--- config.mk ---
export PLATFORM = sky130hd
export DESIGN_NAME = layer3_window_fetch_flat
export DESIGN_NICKNAME = d
export VERILOG_FILES = /design/src/rtl/layer3_window_pkg.sv /design/src/rtl/layer3_window_fetch_if.sv /design/src/rtl/layer3_window_addr_gen.sv /design/src/rtl/layer3_window_fetch.sv /design/src/flat_wrapper.sv
export SDC_FILE = /design/constraint.sdc
export NUM_CORES = 1
export LEC_CHECK = 0
export BUFFER_PORTS_ARGS = -buffer_cell sky130_fd_sc_hd__buf_2
export CAP_MARGIN = 5
export CORE_AREA = 2 2 524 526
export DETAILED_ROUTE_END_ITERATION = 10
export DIE_AREA = 0 0 526 528
export PLACE_DENSITY = 0.39
export SYNTH_ARGS = -nofsm -noshare
export SYNTH_HDL_FRONTEND = slang
export SYNTH_SLANG_ARGS = --single-unit
--- constraint.sdc ---
create_clock -name clk -period 29.2 [get_ports clk]
set_input_delay 4.38 -clock clk [delete_from_list [all_inputs] [get_ports clk]]
set_output_delay 4.38 -clock clk [all_outputs]
set_load 0.02 [all_outputs]
--- src/rtl/layer3_window_pkg.sv ---
// layer3_window_pkg: shared sizes, FSM states and tap index type for the layer-3 window fetcher
package layer3_window_pkg;
  localparam int MAP_W = 14;
  localparam int K = 3;
  localparam int OUT_W = MAP_W - K + 1;
  localparam int DATA_W = 128;
  localparam int TAPS = K * K;
  typedef enum logic [2:0] {IDLE, FILL, SLIDE, HOLD, FIN} state_t;
  typedef logic [3:0] tap_t;
endpackage

--- src/rtl/layer3_window_fetch_if.sv ---
// layer3_window_fetch_if: layer-2 memory read port plus layer-3 window handshake
interface layer3_window_fetch_if;
  import layer3_window_pkg::*;
  logic layer2_result_read_signal;
  logic [15:0] read_row_addr, read_col_addr;
  logic [DATA_W-1:0] layer2_result_output;
  logic window_valid, window_ready;
  logic [TAPS*DATA_W-1:0] window_data;
  logic [15:0] out_row, out_col;
  modport master(
    output layer2_result_read_signal, read_row_addr, read_col_addr, window_valid, window_data, out_row, out_col,
    input layer2_result_output, window_ready
  );
  modport slave(
    input layer2_result_read_signal, read_row_addr, read_col_addr, window_valid, window_data, out_row, out_col,
    output layer2_result_output, window_ready
  );
endinterface

--- src/rtl/layer3_window_addr_gen.sv ---
// layer3_window_addr_gen: output-position and in-window read counters with read address and tap index
module layer3_window_addr_gen
  import layer3_window_pkg::*;
(
  input  logic clk,
  input  logic rst,
  input  logic clear,
  input  logic next_row,
  input  logic next_col,
  input  logic rd,
  input  logic slide,
  output logic [15:0] out_row,
  output logic [15:0] out_col,
  output logic [15:0] row_addr,
  output logic [15:0] col_addr,
  output tap_t tap,
  output logic last
);
  logic [1:0] dr, dc;
  always_ff @(posedge clk)
    if (rst || clear) begin
      out_row <= '0;
      out_col <= '0;
      dr <= '0;
      dc <= '0;
    end else if (next_row) begin
      out_row <= out_row + 16'd1;
      out_col <= '0;
      dr <= '0;
      dc <= '0;
    end else if (next_col) begin
      out_col <= out_col + 16'd1;
      dr <= '0;
      dc <= 2'd2;
    end else if (rd && !last) begin
      dr <= (slide || dc == 2'd2) ? dr + 2'd1 : dr;
      dc <= slide ? dc : (dc == 2'd2 ? 2'd0 : dc + 2'd1);
    end
  assign row_addr = out_row + {14'd0, dr};
  assign col_addr = out_col + {14'd0, dc};
  assign tap = {2'd0, dr} * 4'd3 + {2'd0, dc};
  assign last = dr == 2'd2 && dc == 2'd2;
endmodule

--- src/rtl/layer3_window_fetch.sv ---
// layer3_window_fetch: scans the 14x14 layer-2 map into 3x3 windows with column reuse along each row
module layer3_window_fetch
  import layer3_window_pkg::*;
(
  input  logic clk,
  input  logic rst,
  input  logic start,
  output logic busy,
  output logic done,
  layer3_window_fetch_if.master bus
);
  state_t state, state_n;
  logic issued, cap_v, rd, rd_phase, last, hs, last_col, last_row, clear, next_row, next_col;
  tap_t tap, cap_idx;
  logic [DATA_W-1:0] win [TAPS];
  logic [15:0] row_addr, col_addr, out_row, out_col;
  layer3_window_addr_gen u_addr (
    .clk(clk), .rst(rst), .clear(clear), .next_row(next_row), .next_col(next_col),
    .rd(rd), .slide(state == SLIDE), .out_row(out_row), .out_col(out_col),
    .row_addr(row_addr), .col_addr(col_addr), .tap(tap), .last(last)
  );
  assign last_col = out_col == 16'(OUT_W - 1);
  assign last_row = out_row == 16'(OUT_W - 1);
  assign hs = state == HOLD && bus.window_ready;
  assign clear = state == IDLE && start;
  assign next_col = hs && !last_col;
  assign next_row = hs && last_col && !last_row;
  assign rd_phase = state == FILL || state == SLIDE;
  assign rd = rd_phase && !issued;
  always_comb begin
    state_n = state;
    case (state)
      IDLE:        state_n = start ? FILL : IDLE;
      FILL, SLIDE: state_n = (cap_v && cap_idx == tap_t'(TAPS - 1)) ? HOLD : state;
      HOLD:        state_n = !hs ? HOLD : next_col ? SLIDE : next_row ? FILL : FIN;
      FIN:         state_n = IDLE;
      default:     state_n = IDLE;
    endcase
  end
  always_ff @(posedge clk)
    if (rst) begin
      state <= IDLE;
      issued <= 1'b0;
      cap_v <= 1'b0;
      cap_idx <= '0;
      busy <= 1'b0;
    end else begin
      state <= state_n;
      issued <= rd_phase && (issued || (rd && last));
      cap_v <= rd;
      cap_idx <= tap;
      busy <= state != IDLE;
    end
  // the last tap captured in either phase is always (2,2), which ends the phase
  always_ff @(posedge clk)
    if (rst) for (int i = 0; i < TAPS; i++) win[i] <= '0;
    else if (cap_v) win[cap_idx] <= bus.layer2_result_output;
    else if (next_col)
      for (int r = 0; r < K; r++) begin
        win[r*K] <= win[r*K+1];
        win[r*K+1] <= win[r*K+2];
      end
  always_comb
    for (int i = 0; i < TAPS; i++) bus.window_data[i*DATA_W +: DATA_W] = win[i];
  assign bus.layer2_result_read_signal = rd;
  assign bus.read_row_addr = row_addr;
  assign bus.read_col_addr = col_addr;
  assign bus.window_valid = state == HOLD;
  assign bus.out_row = out_row;
  assign bus.out_col = out_col;
  assign done = state == FIN;
endmodule

--- src/flat_wrapper.sv ---
// flat-port wrapper written by rule: the top's interface ports become plain ports
module layer3_window_fetch_flat import layer3_window_pkg::*;
  (clk, rst, start, busy, done, bus_layer2_result_read_signal, bus_read_row_addr, bus_read_col_addr, bus_window_valid, bus_window_data, bus_out_row, bus_out_col, bus_layer2_result_output, bus_window_ready);
  layer3_window_fetch_if bus_i ();
  input  logic clk;
  input  logic rst;
  input  logic start;
  output logic busy;
  output logic done;
  output wire logic [$bits(bus_i.layer2_result_read_signal)-1:0] bus_layer2_result_read_signal;
  output wire logic [$bits(bus_i.read_row_addr)-1:0] bus_read_row_addr;
  output wire logic [$bits(bus_i.read_col_addr)-1:0] bus_read_col_addr;
  output wire logic [$bits(bus_i.window_valid)-1:0] bus_window_valid;
  output wire logic [$bits(bus_i.window_data)-1:0] bus_window_data;
  output wire logic [$bits(bus_i.out_row)-1:0] bus_out_row;
  output wire logic [$bits(bus_i.out_col)-1:0] bus_out_col;
  input wire logic [$bits(bus_i.layer2_result_output)-1:0] bus_layer2_result_output;
  input wire logic [$bits(bus_i.window_ready)-1:0] bus_window_ready;
  assign bus_layer2_result_read_signal = bus_i.layer2_result_read_signal;
  assign bus_read_row_addr = bus_i.read_row_addr;
  assign bus_read_col_addr = bus_i.read_col_addr;
  assign bus_window_valid = bus_i.window_valid;
  assign bus_window_data = bus_i.window_data;
  assign bus_out_row = bus_i.out_row;
  assign bus_out_col = bus_i.out_col;
  assign bus_i.layer2_result_output = bus_layer2_result_output;
  assign bus_i.window_ready = bus_window_ready;
  layer3_window_fetch u_core (.clk(clk), .rst(rst), .start(start), .busy(busy), .done(done), .bus(bus_i));
endmodule
==> flow_summary.json, run 1 <==
{
  "outcome": "complete, no violations",
  "cts_setup_buffers": 0,
  "portBuffers": 1351,
  "r2r_setup_slack_ns": 23.83,
  "path_common_cell": "buf_4",
  "h-tree-depth": 4,
  "cpLargestDelayFamily": "buffers and inverters",
  "maxCapViolations": 0,
  "r2r-end": "u_core.win[0][33]$_DFFE_PP_",
  "syn2layout_area_growth_pct": 30.6,
  "cp_data_required_time_ns": 29.87,
  "num_rows": 192,
  "cp_cell_sequence": "buf_2 > nand2_1 > nor3_4 > nand2_2 > nor3_4 > buf_4 > buf_4 > buf_4 > buf_4 > buf_4 > a22o_1",
  "critPathMaxStageDelay_ns": 0.81,
  "worstSetupEndpoint": "u_core.win[0][33]$_DFFE_PP_",
  "hold_buffers": 0,
  "dr.pass1.iters": 5,
  "nets": 4375,
  "die_h_um": 528,
  "startpoint": "bus_window_ready",
  "total_power_mw": 4.23,
  "final_common_cell": "buf_2",
  "multi_input_area_sq_mm": 0.0112,
  "period_minus_slack_ns": 8.41,
  "final-hold-violation-count": 0,
  "syn_inst": 3020,
  "synth-edff-count": 1152,
  "clk_latency_ns": 0.82,
  "muxShareOfSynthArea": 0.000618,
  "yosysUniqueCellTypes": 54,
  "cts_root_buf": "clkbuf_16",
  "worstPathMaxFanout": 78,
  "startpoint_type": "input pin",
  "async_flop_share": 0,
  "drtIter0Drc": 2602,
  "fillerInstances": 29000,
  "post_drt_wl_per_cell_um": 32.3,
  "grt_max_degree": 195,
  "crit_arrival_ns": 9.08,
  "crit_buf_inv": 6,
  "start_util": 0.178,
  "fin_skew_ns": 0.0315,
  "wl_um": 257000,
  "dp_hpwl_um": 190000,
  "cellLeakagePower_nw": 25.4,
  "hold_ws_ns": 0.457,
  "worst_slew_pin_slew_ns": 1.36,
  "globalRoute.busiestLayer": "met2",
  "maxSlewViolCount": 0,
  "cts.clk_slew.worst_paths_ns": 0.06,
  "met1_usage": 0.213,
  "cts_tree": "built",
  "path_class": "in -> reg",
  "grt.total_usage": 0.177,
  "vias": 33800,
  "routabilityCongestion": 0.846,
  "cts_buffer_depth": 4,
  "die_area_sq_mm": 0.278,
  "drc": 0,
  "slowest_stage": "buf_4",
  "synth_fa_ha_area_frac": 0.00396,
  "ff_latch_area_sq_mm": 0.0355,
  "tns_ns": 0,
  "ioPinCount": 1352,
  "rr_worst_depth": 10,
  "avgViaCountPerCell": 4.26,
  "r2r-start": "u_core.state[1]$_SDFFE_PP0P_",
  "yosys.area_share.simple": 0.0712,
  "syn_area_sq_mm": 0.0486,
  "final_util": 0.233,
  "placed_cells": 7664,
  "setup_viol": 0,
  "timing.fmax_ghz": 0.119,
  "synthFlopType": "edfxtp_1",
  "grt_overflow": 0,
  "synth_top_family_by_area": "compound AO/OA/AOI/OAI gates",
  "grt_pass1_vias": 33800,
  "numCtsBuffers": 153,
  "syn_nets": 3165,
  "slew_headroom": 0.0930,
  "yosysWarnings": 0,
  "crit_path_end_kind": "register",
  "postRouteAntennaNets": 0,
  "synth-seq-area-share": 0.731,
  "cts.sinks": 1198,
  "final_layout_size_suffix_gt1_frac": 0.381,
  "synthXorXnorAreaFrac": 0.00883,
  "crit_cells": 11,
  "core_sq_mm": 0.272,
  "ir_worst_vdd_mv": 0.0430,
  "cts_resized": 0,
  "worstHoldPathType": "reg -> reg",
  "met3_usage": 0.0674,
  "synth_compound_area_frac": 0.144,
  "grt_pass1_wl_um": 337000,
  "grt.met2_usage": 0.297,
  "fin_crit_sh": 0.288,
  "fp.dieW_um": 526,
  "rsz0062_at_grt": "false",
  "synth.avg_cell_area_sq_um": 16.1,
  "ys_seq_elements": 1198,
  "antenna_found_initial": 15,
  "final_cells": 7949,
  "layout_common_cells": "buf_2, edfxtp_1, a22o_1, and2_1, clkbuf_16",
  "p_per_area_mw_per_mm2": 66.7
}
## worst min path at each step
stage                               to  slack, ns  depth (start not counted)                      from
4_1_cts        u_core.cap_v$_SDFF_PP0_       0.47                          1  u_core.issued$_SDFF_PP0_
5_1_grt        u_core.cap_v$_SDFF_PP0_       0.50                          1  u_core.issued$_SDFF_PP0_
2_1_floorplan  u_core.cap_v$_SDFF_PP0_       0.41                          1  u_core.issued$_SDFF_PP0_
3_5_place_dp   u_core.cap_v$_SDFF_PP0_       0.45                          1  u_core.issued$_SDFF_PP0_
6_report       u_core.cap_v$_SDFF_PP0_       0.46                          1  u_core.issued$_SDFF_PP0_
3_3_place_gp   u_core.cap_v$_SDFF_PP0_       0.45                          1  u_core.issued$_SDFF_PP0_
## cell type report
class | instances | share of cell area
Timing Repair Buffer | 1416 | 0.115
Tap cell | 3589 | 0.0708
Clock inverter | 83 | 0.0116
Antenna cell | 11 | 0.000434
Multi-Input combinational cell | 1445 | 0.177
Inverter | 16 | 0.000946
Sequential cell | 1198 | 0.560
Clock buffer | 191 | 0.0649
## routing by layer
metal,wire [um],vias to the layer above
met1,104000,17800
met2,123000,1543
li1,-,14200
met4,5460,0
met5,0,-
met3,24300,246
## power breakdown
group          switching [mW]  internal (mW)
clock network           0.810           1.09
logic                   0.265         0.0655
registers              0.0457           1.95
## per-stage QoR
step / setup slack [ns] / area, sq um
floorplan: 14.32 / 48600
CTS: 20.88 / 63400
global route: 20.56 / 63400
detailed placement: 19.96 / 58600
finish: 20.79 / 63500
global placement: 20.03 / 58600
## cells by family (layout without fill, tap and decap cells)
| family | Yosys count | count (layout) |
|---|---|---|
| xor gates and xnor gates | 49 | 49 |
| AOI/OAI and AO/OA | 810 | 810 |
| buffers and inverters | 377 | 1706 |
| and+or+nand+nor | 570 | 570 |
| other | 0 | 11 |
| muxes | 3 | 3 |
| adders and majority gates | 13 | 13 |
| DFF | 1198 | 1198 |
## worst register-to-register path, stage by stage, from the launching register on
cell and delay, ns:
dfxtp_1 0.57, nand2_1 0.18, nor3_4 0.43, nand2_2 0.19, nor3_4 0.18, buf_4 0.37
buf_4 0.74, buf_4 0.68, buf_4 0.71, buf_4 0.86, a22o_1 0.33
## sequential cells by signal (all words and copies together) (netlist names)
name	flops
u_core.win	1152
u_core.cap_v	1
u_core.cap_idx	4
u_core.u_addr.out_row	16
u_core.issued	1
u_core.u_addr.dr	2
u_core.busy	1
u_core.state	3
u_core.u_addr.out_col	16
u_core.u_addr.dc	2
## cells in the mapped netlist (15+ instances only)
cell type / instances / area (sq um)
a22o_1: 768 / 6730
clkbuf_1: 97 / 364
and2_1: 385 / 2410
nor3_1: 20 / 100
buf_1: 131 / 492
xor2_1: 20 / 175
nor2_1: 52 / 195
xnor2_1: 29 / 254
a21oi_1: 17 / 85.1
edfxtp_1: 1152 / 34600
inv_1: 15 / 56.3
buf_2: 63 / 315
dfxtp_1: 46 / 921
buf_6: 67 / 754
nand2_1: 28 / 105
Power figures use the tool's default switching activity.
==> inputs of run 2 (changes only) <==
clock period = 8.3 ns   (was 29.2 ns; I/O delays follow)
==> flow_summary.json, run 2 (same netlist as run 1, synthesis figures left out) <==
{
  "fin_skew_ns": 0.0256,
  "fin_crit_sh": 0.565,
  "seqPwrFrac": 0.474,
  "maxSlewViolCount": 0,
  "reg.largest.list": "u_core.win (1152), u_core.u_addr.out_col (16), u_core.u_addr.out_row (16)",
  "crit_arrival_ns": 3.45,
  "grt_max_degree": 137,
  "hold_buffers": 0,
  "num_rows": 192,
  "avgViaCountPerCell": 4.26,
  "cpLargestDelayFamily": "adder cells",
  "tns_ns": 0,
  "p_per_area_mw_per_mm2": 234,
  "grt_overflow": 0,
  "p_int_mw": 10.9,
  "vias": 33900,
  "placed_area_sq_mm": 0.0586,
  "regMostFlops": "u_core.win",
  "combPwrFrac": 0.078,
  "fp.dieW_um": 526,
  "layout_common_cells": "buf_2, edfxtp_1, a22o_1, and2_1, clkbuf_16",
  "start_util": 0.178,
  "grt_pass1_vias": 33700,
  "dr.pass1.iters": 5,
  "final_layout_size_suffix_gt1_frac": 0.380,
  "die_h_um": 528,
  "cts_buffer_depth": 4,
  "cp_data_required_time_ns": 7.05,
  "cts_resized": 0,
  "total_power_mw": 14.8,
  "maxCapViolations": 0,
  "critPathMaxStageDelay_ns": 0.49,
  "nets": 4366,
  "ioPinCount": 1352,
  "rsz0062_at_grt": "false",
  "cts.sinks": 1198,
  "routabilityCongestion": 0.837,
  "setup_viol": 0,
  "dp_hpwl_um": 187000,
  "worst_slew_pin_slew_ns": 1.34,
  "fillerInstances": 28900,
  "cts_tree": "built",
  "final-hold-violation-count": 0,
  "largest_reg_flops": 1152,
  "wl_um": 258000,
  "post_drt_wl_per_cell_um": 32.4,
  "portBuffers": 1351,
  "drtIter0Drc": 2645,
  "syn2layout_area_growth_pct": 30.6,
  "clk_latency_ns": 0.83,
  "ir_worst_vdd_mv": 0.128,
  "worstHoldPathType": "reg -> reg",
  "period_minus_slack_ns": 4.69,
  "cts_root_buf": "clkbuf_16",
  "switching_share": 0.267,
  "clkPwrFrac": 0.448,
  "antenna_found_initial": 33,
  "cp_cell_sequence": "ha_1 > inv_1 > fa_1 > or2_2 > nor3_1 > xor2_1 > buf_2",
  "worstPathMaxFanout": 7,
  "h-tree-depth": 4,
  "grt_pass1_wl_um": 338000,
  "postRouteAntennaNets": 0,
  "p_sw_mw": 3.97,
  "numCtsBuffers": 157,
  "crit_path_end_kind": "output pin",
  "die_area_sq_mm": 0.278,
  "outcome": "complete, no violations",
  "timing.fmax_ghz": 0.213,
  "cts.clk_slew.worst_paths_ns": 0.06,
  "core_sq_mm": 0.272,
  "startpoint_type": "register",
  "cellLeakagePower_nw": 25.3,
  "path_class": "reg -> out",
  "cts_setup_buffers": 0,
  "slew_headroom": 0.104,
  "grt.total_usage": 0.178,
  "final_area_sq_mm": 0.0635,
  "crit_buf_inv": 2,
  "drc": 0,
  "final_common_cell": "buf_2",
  "slowest_stage": "xor2_1"
}
-- run 2: routing by layer --
| layer | share of wire | up-vias | routed length, um | GRT usage |
|---|---|---|---|---|
| met1 | 0.41 | 17800 | 106000 | 0.221 |
| met2 | 0.47 | 1581 | 121000 | 0.292 |
| met5 | 0 | - | 0 | 0 |
| met3 | 0.097 | 261 | 24900 | 0.0657 |
| li1 | - | 14200 | - | - |
| met4 | 0.022 | 0 | 5630 | 0.0387 |
-- run 2: layout make-up --
cell class              instances  area, sq um  share of cell area
repair buffers               1403         7340               0.116
inverters                      16         60.1            0.000946
diodes                         14         35.0            0.000552
clock buffers                 200         4140              0.0653
flip-flops and latches       1198        35500               0.559
well taps                    3589         4490              0.0707
clock inverters                75          674              0.0106
multi-input cells            1445        11200               0.177
-- run 2: worst paths after layout --
kind | cells after the start | to | slack, ns | start
max | 7 | bus_read_col_addr[14] | 3.61 | u_core.u_addr.dc[0]$_SDFFE_PP0P_
min | 1 | u_core.cap_v$_SDFF_PP0_ | 0.45 | u_core.issued$_SDFF_PP0_
max reg2reg | 7 | u_core.win[1][44]$_DFFE_PP_ | 4.58 | u_core.state[1]$_SDFFE_PP0P_
min reg2reg | 1 | u_core.cap_v$_SDFF_PP0_ | 0.45 | u_core.issued$_SDFF_PP0_
-- run 2: worst reg2reg max path, cell delays in order, from the launching register on --
cell and delay (ns):
dfxtp_1 0.56, nand2_1 0.18, nor3_4 0.44, nand2_2 0.21
nor3_4 0.66, buf_12 0.39, buf_4 0.87, a22o_1 0.28
-- run 2: power by group through the flow --
stage	registers, mW	clock network (mW)	logic (mW)
final	7.04	6.65	1.15
after global routing	7.06	7.08	1.21
after CTS	7.05	6.87	1.19
after detailed placement	7.17	0	1.19
after global placement	7.17	0	1.19
after floorplan	7.46	0	0.220
-- run 2: stage by stage --
step / setup slack, ns / util / hold WS [ns] / cells
after global placement: 3.74 / 0.215 / 0.436 / 7651
after CTS: 3.38 / 0.233 / 0.456 / 7926
final: 3.61 / 0.233 / 0.455 / 7940
after global routing: 3.39 / 0.233 / 0.486 / 7927
after floorplan: -3.44 / - / 0.413 / 3020
after detailed placement: 3.68 / 0.215 / 0.442 / 7651
==> inputs of run 3 (changes only) <==
clock period = 4.6 ns   (was 8.3 ns; I/O delays follow)
==> flow_summary.json, run 3 (same netlist as run 1, synthesis figures left out) <==
{
  "avgViaCountPerCell": 4.27,
  "p_per_area_mw_per_mm2": 417,
  "placed_cells": 7685,
  "drc": 0,
  "cts_resized": 0,
  "crit_arrival_ns": 3.24,
  "layout_common_cells": "buf_2, edfxtp_1, a22o_1, and2_1, clkbuf_16",
  "wl_met1_um": 105000,
  "post_drt_wl_per_cell_um": 32.0,
  "maxCapViolations": 0,
  "start_util": 0.178,
  "wl_met2_um": 118000,
  "grt.total_usage": 0.175,
  "hold_buffers": 0,
  "core_sq_mm": 0.272,
  "fin_ws_ns": 0.666,
  "top_layer_used": "met5",
  "cp_data_required_time_ns": 3.91,
  "switching_share": 0.262,
  "ioPinCount": 1352,
  "setup_viol": 0,
  "grt_overflow": 0,
  "cellLeakagePower_nw": 25.5,
  "clkPwrFrac": 0.444,
  "syn2layout_area_growth_pct": 31.6,
  "reg.largest.list": "u_core.win (1152), u_core.u_addr.out_col (16), u_core.u_addr.out_row (16)",
  "routabilityCongestion": 0.857,
  "final-hold-violation-count": 0,
  "slew_headroom": 0.261,
  "numCtsBuffers": 155,
  "final_common_cell": "buf_2",
  "outcome": "complete, no violations",
  "path_class": "reg -> out",
  "worstPathMaxFanout": 7,
  "dp_hpwl_um": 188000,
  "grt_max_degree": 129,
  "largest_reg_flops": 1152,
  "combPwrFrac": 0.080,
  "clk_latency_ns": 0.82,
  "worst_slew_pin_slew_ns": 1.11,
  "final_area_sq_mm": 0.0640,
  "period_minus_slack_ns": 3.93,
  "cts_root_buf": "clkbuf_16",
  "p_sw_mw": 6.98,
  "cts_tree": "built",
  "portBuffers": 1351,
  "maxSlewViolCount": 0,
  "rsz0062_at_grt": "false",
  "h-tree-depth": 4,
  "die_h_um": 528,
  "num_rows": 192,
  "wl_um": 255000,
  "cts.clk_slew.worst_paths_ns": 0.05,
  "crit_path_end_kind": "output pin",
  "final_cells": 7962,
  "fin_crit_sh": 0.855,
  "cts.sinks": 1198,
  "fin_skew_ns": 0.0491,
  "dr.pass1.iters": 5,
  "nets": 4398,
  "fp.dieW_um": 526,
  "p_int_mw": 19.7,
  "met3_length_um": 25400,
  "regMostFlops": "u_core.win",
  "cts_buffer_depth": 4,
  "total_power_mw": 26.7,
  "placed_area_sq_mm": 0.0592,
  "timing.fmax_ghz": 0.254,
  "ir_worst_vdd_mv": 0.257,
  "antenna_found_initial": 27,
  "dp_slack_ns": 0.990,
  "startpoint_type": "register",
  "seqPwrFrac": 0.477,
  "drtIter0Drc": 2930,
  "final_layout_size_suffix_gt1_frac": 0.384,
  "vias": 34000,
  "postRouteAntennaNets": 0,
  "worstHoldPathType": "in -> reg",
  "grt_pass1_wl_um": 333000,
  "die_area_sq_mm": 0.278,
  "cts_setup_buffers": 0,
  "grt_pass1_vias": 33800
}
[run 3: changes by cell type in the layout (fill, tap and decap cells not counted)]
cell	change
clkinvlp_4	+3
clkbuf_8	+1
bufinv_16	+2
clkbuf_1	-6
clkbuf_16	-1
clkinv_4	-1
clkinv_8	-1
clkinv_1	+8
clkinv_2	-8
clkinv_16	-2
diode_2	-5
inv_8	-2
buf_12	+26
buf_4	+8
[run 3: cell type report]
class                      instances  area, sq um
fill                           29000       208000
clock inverter                    74          639
tap                             3589         4490
sequential                      1198        35500
antenna                            9         22.5
inverter                          16         60.1
timing repair buffer            1437         7920
multi-input combinational       1445        11200
clock buffer                     194         4110
[run 3: critical path, cell delays in order, from the launching register on]
cell and delay [ns]:
dfxtp_1 0.45, ha_1 0.23, inv_1 0.06, fa_1 0.43, or2_2 0.40, nor2_1 0.17
xor2_1 0.46, buf_2 0.27
[run 3: power by group through the flow]
stage                     Sequential, mW  Combinational, mW  Clock, mW
after floorplan                     13.4              0.399          0
after global placement              12.9               2.18          0
after detailed placement            12.9               2.18          0
after CTS                           12.7               2.18       12.2
after global routing                12.7               2.22       12.5
final                               12.7               2.12       11.8
[run 3: final timing paths]
path,startpoint,end,slack (ns),cells after the start
hold reg to reg,u_core.issued$_SDFF_PP0_,u_core.cap_v$_SDFF_PP0_,0.46,1
hold / removal,rst,u_core.cap_idx[2]$_SDFF_PP0_,0.29,2
setup / recovery,u_core.u_addr.dc[0]$_SDFFE_PP0P_,bus_read_col_addr[12],0.67,7
setup reg to reg,u_core.u_addr.out_col[0]$_SDFFE_PP0P_,u_core.win[1][52]$_DFFE_PP_,1.21,9
[run 3: layer usage]
layer,vias up,track usage
li1,14300,-
met1,17800,0.220
met2,1634,0.282
met3,251,0.0669
met4,8,0.0429
met5,-,0
[run 3: stage by stage]
step	hold WS [ns]	util	TNS, ns
floorplan	0.413	-	-173.25
global placement	0.453	0.217	0
CTS	0.178	0.235	0
global route	0.235	0.235	0
finish	0.291	0.235	0
detailed placement	0.453	0.217	0
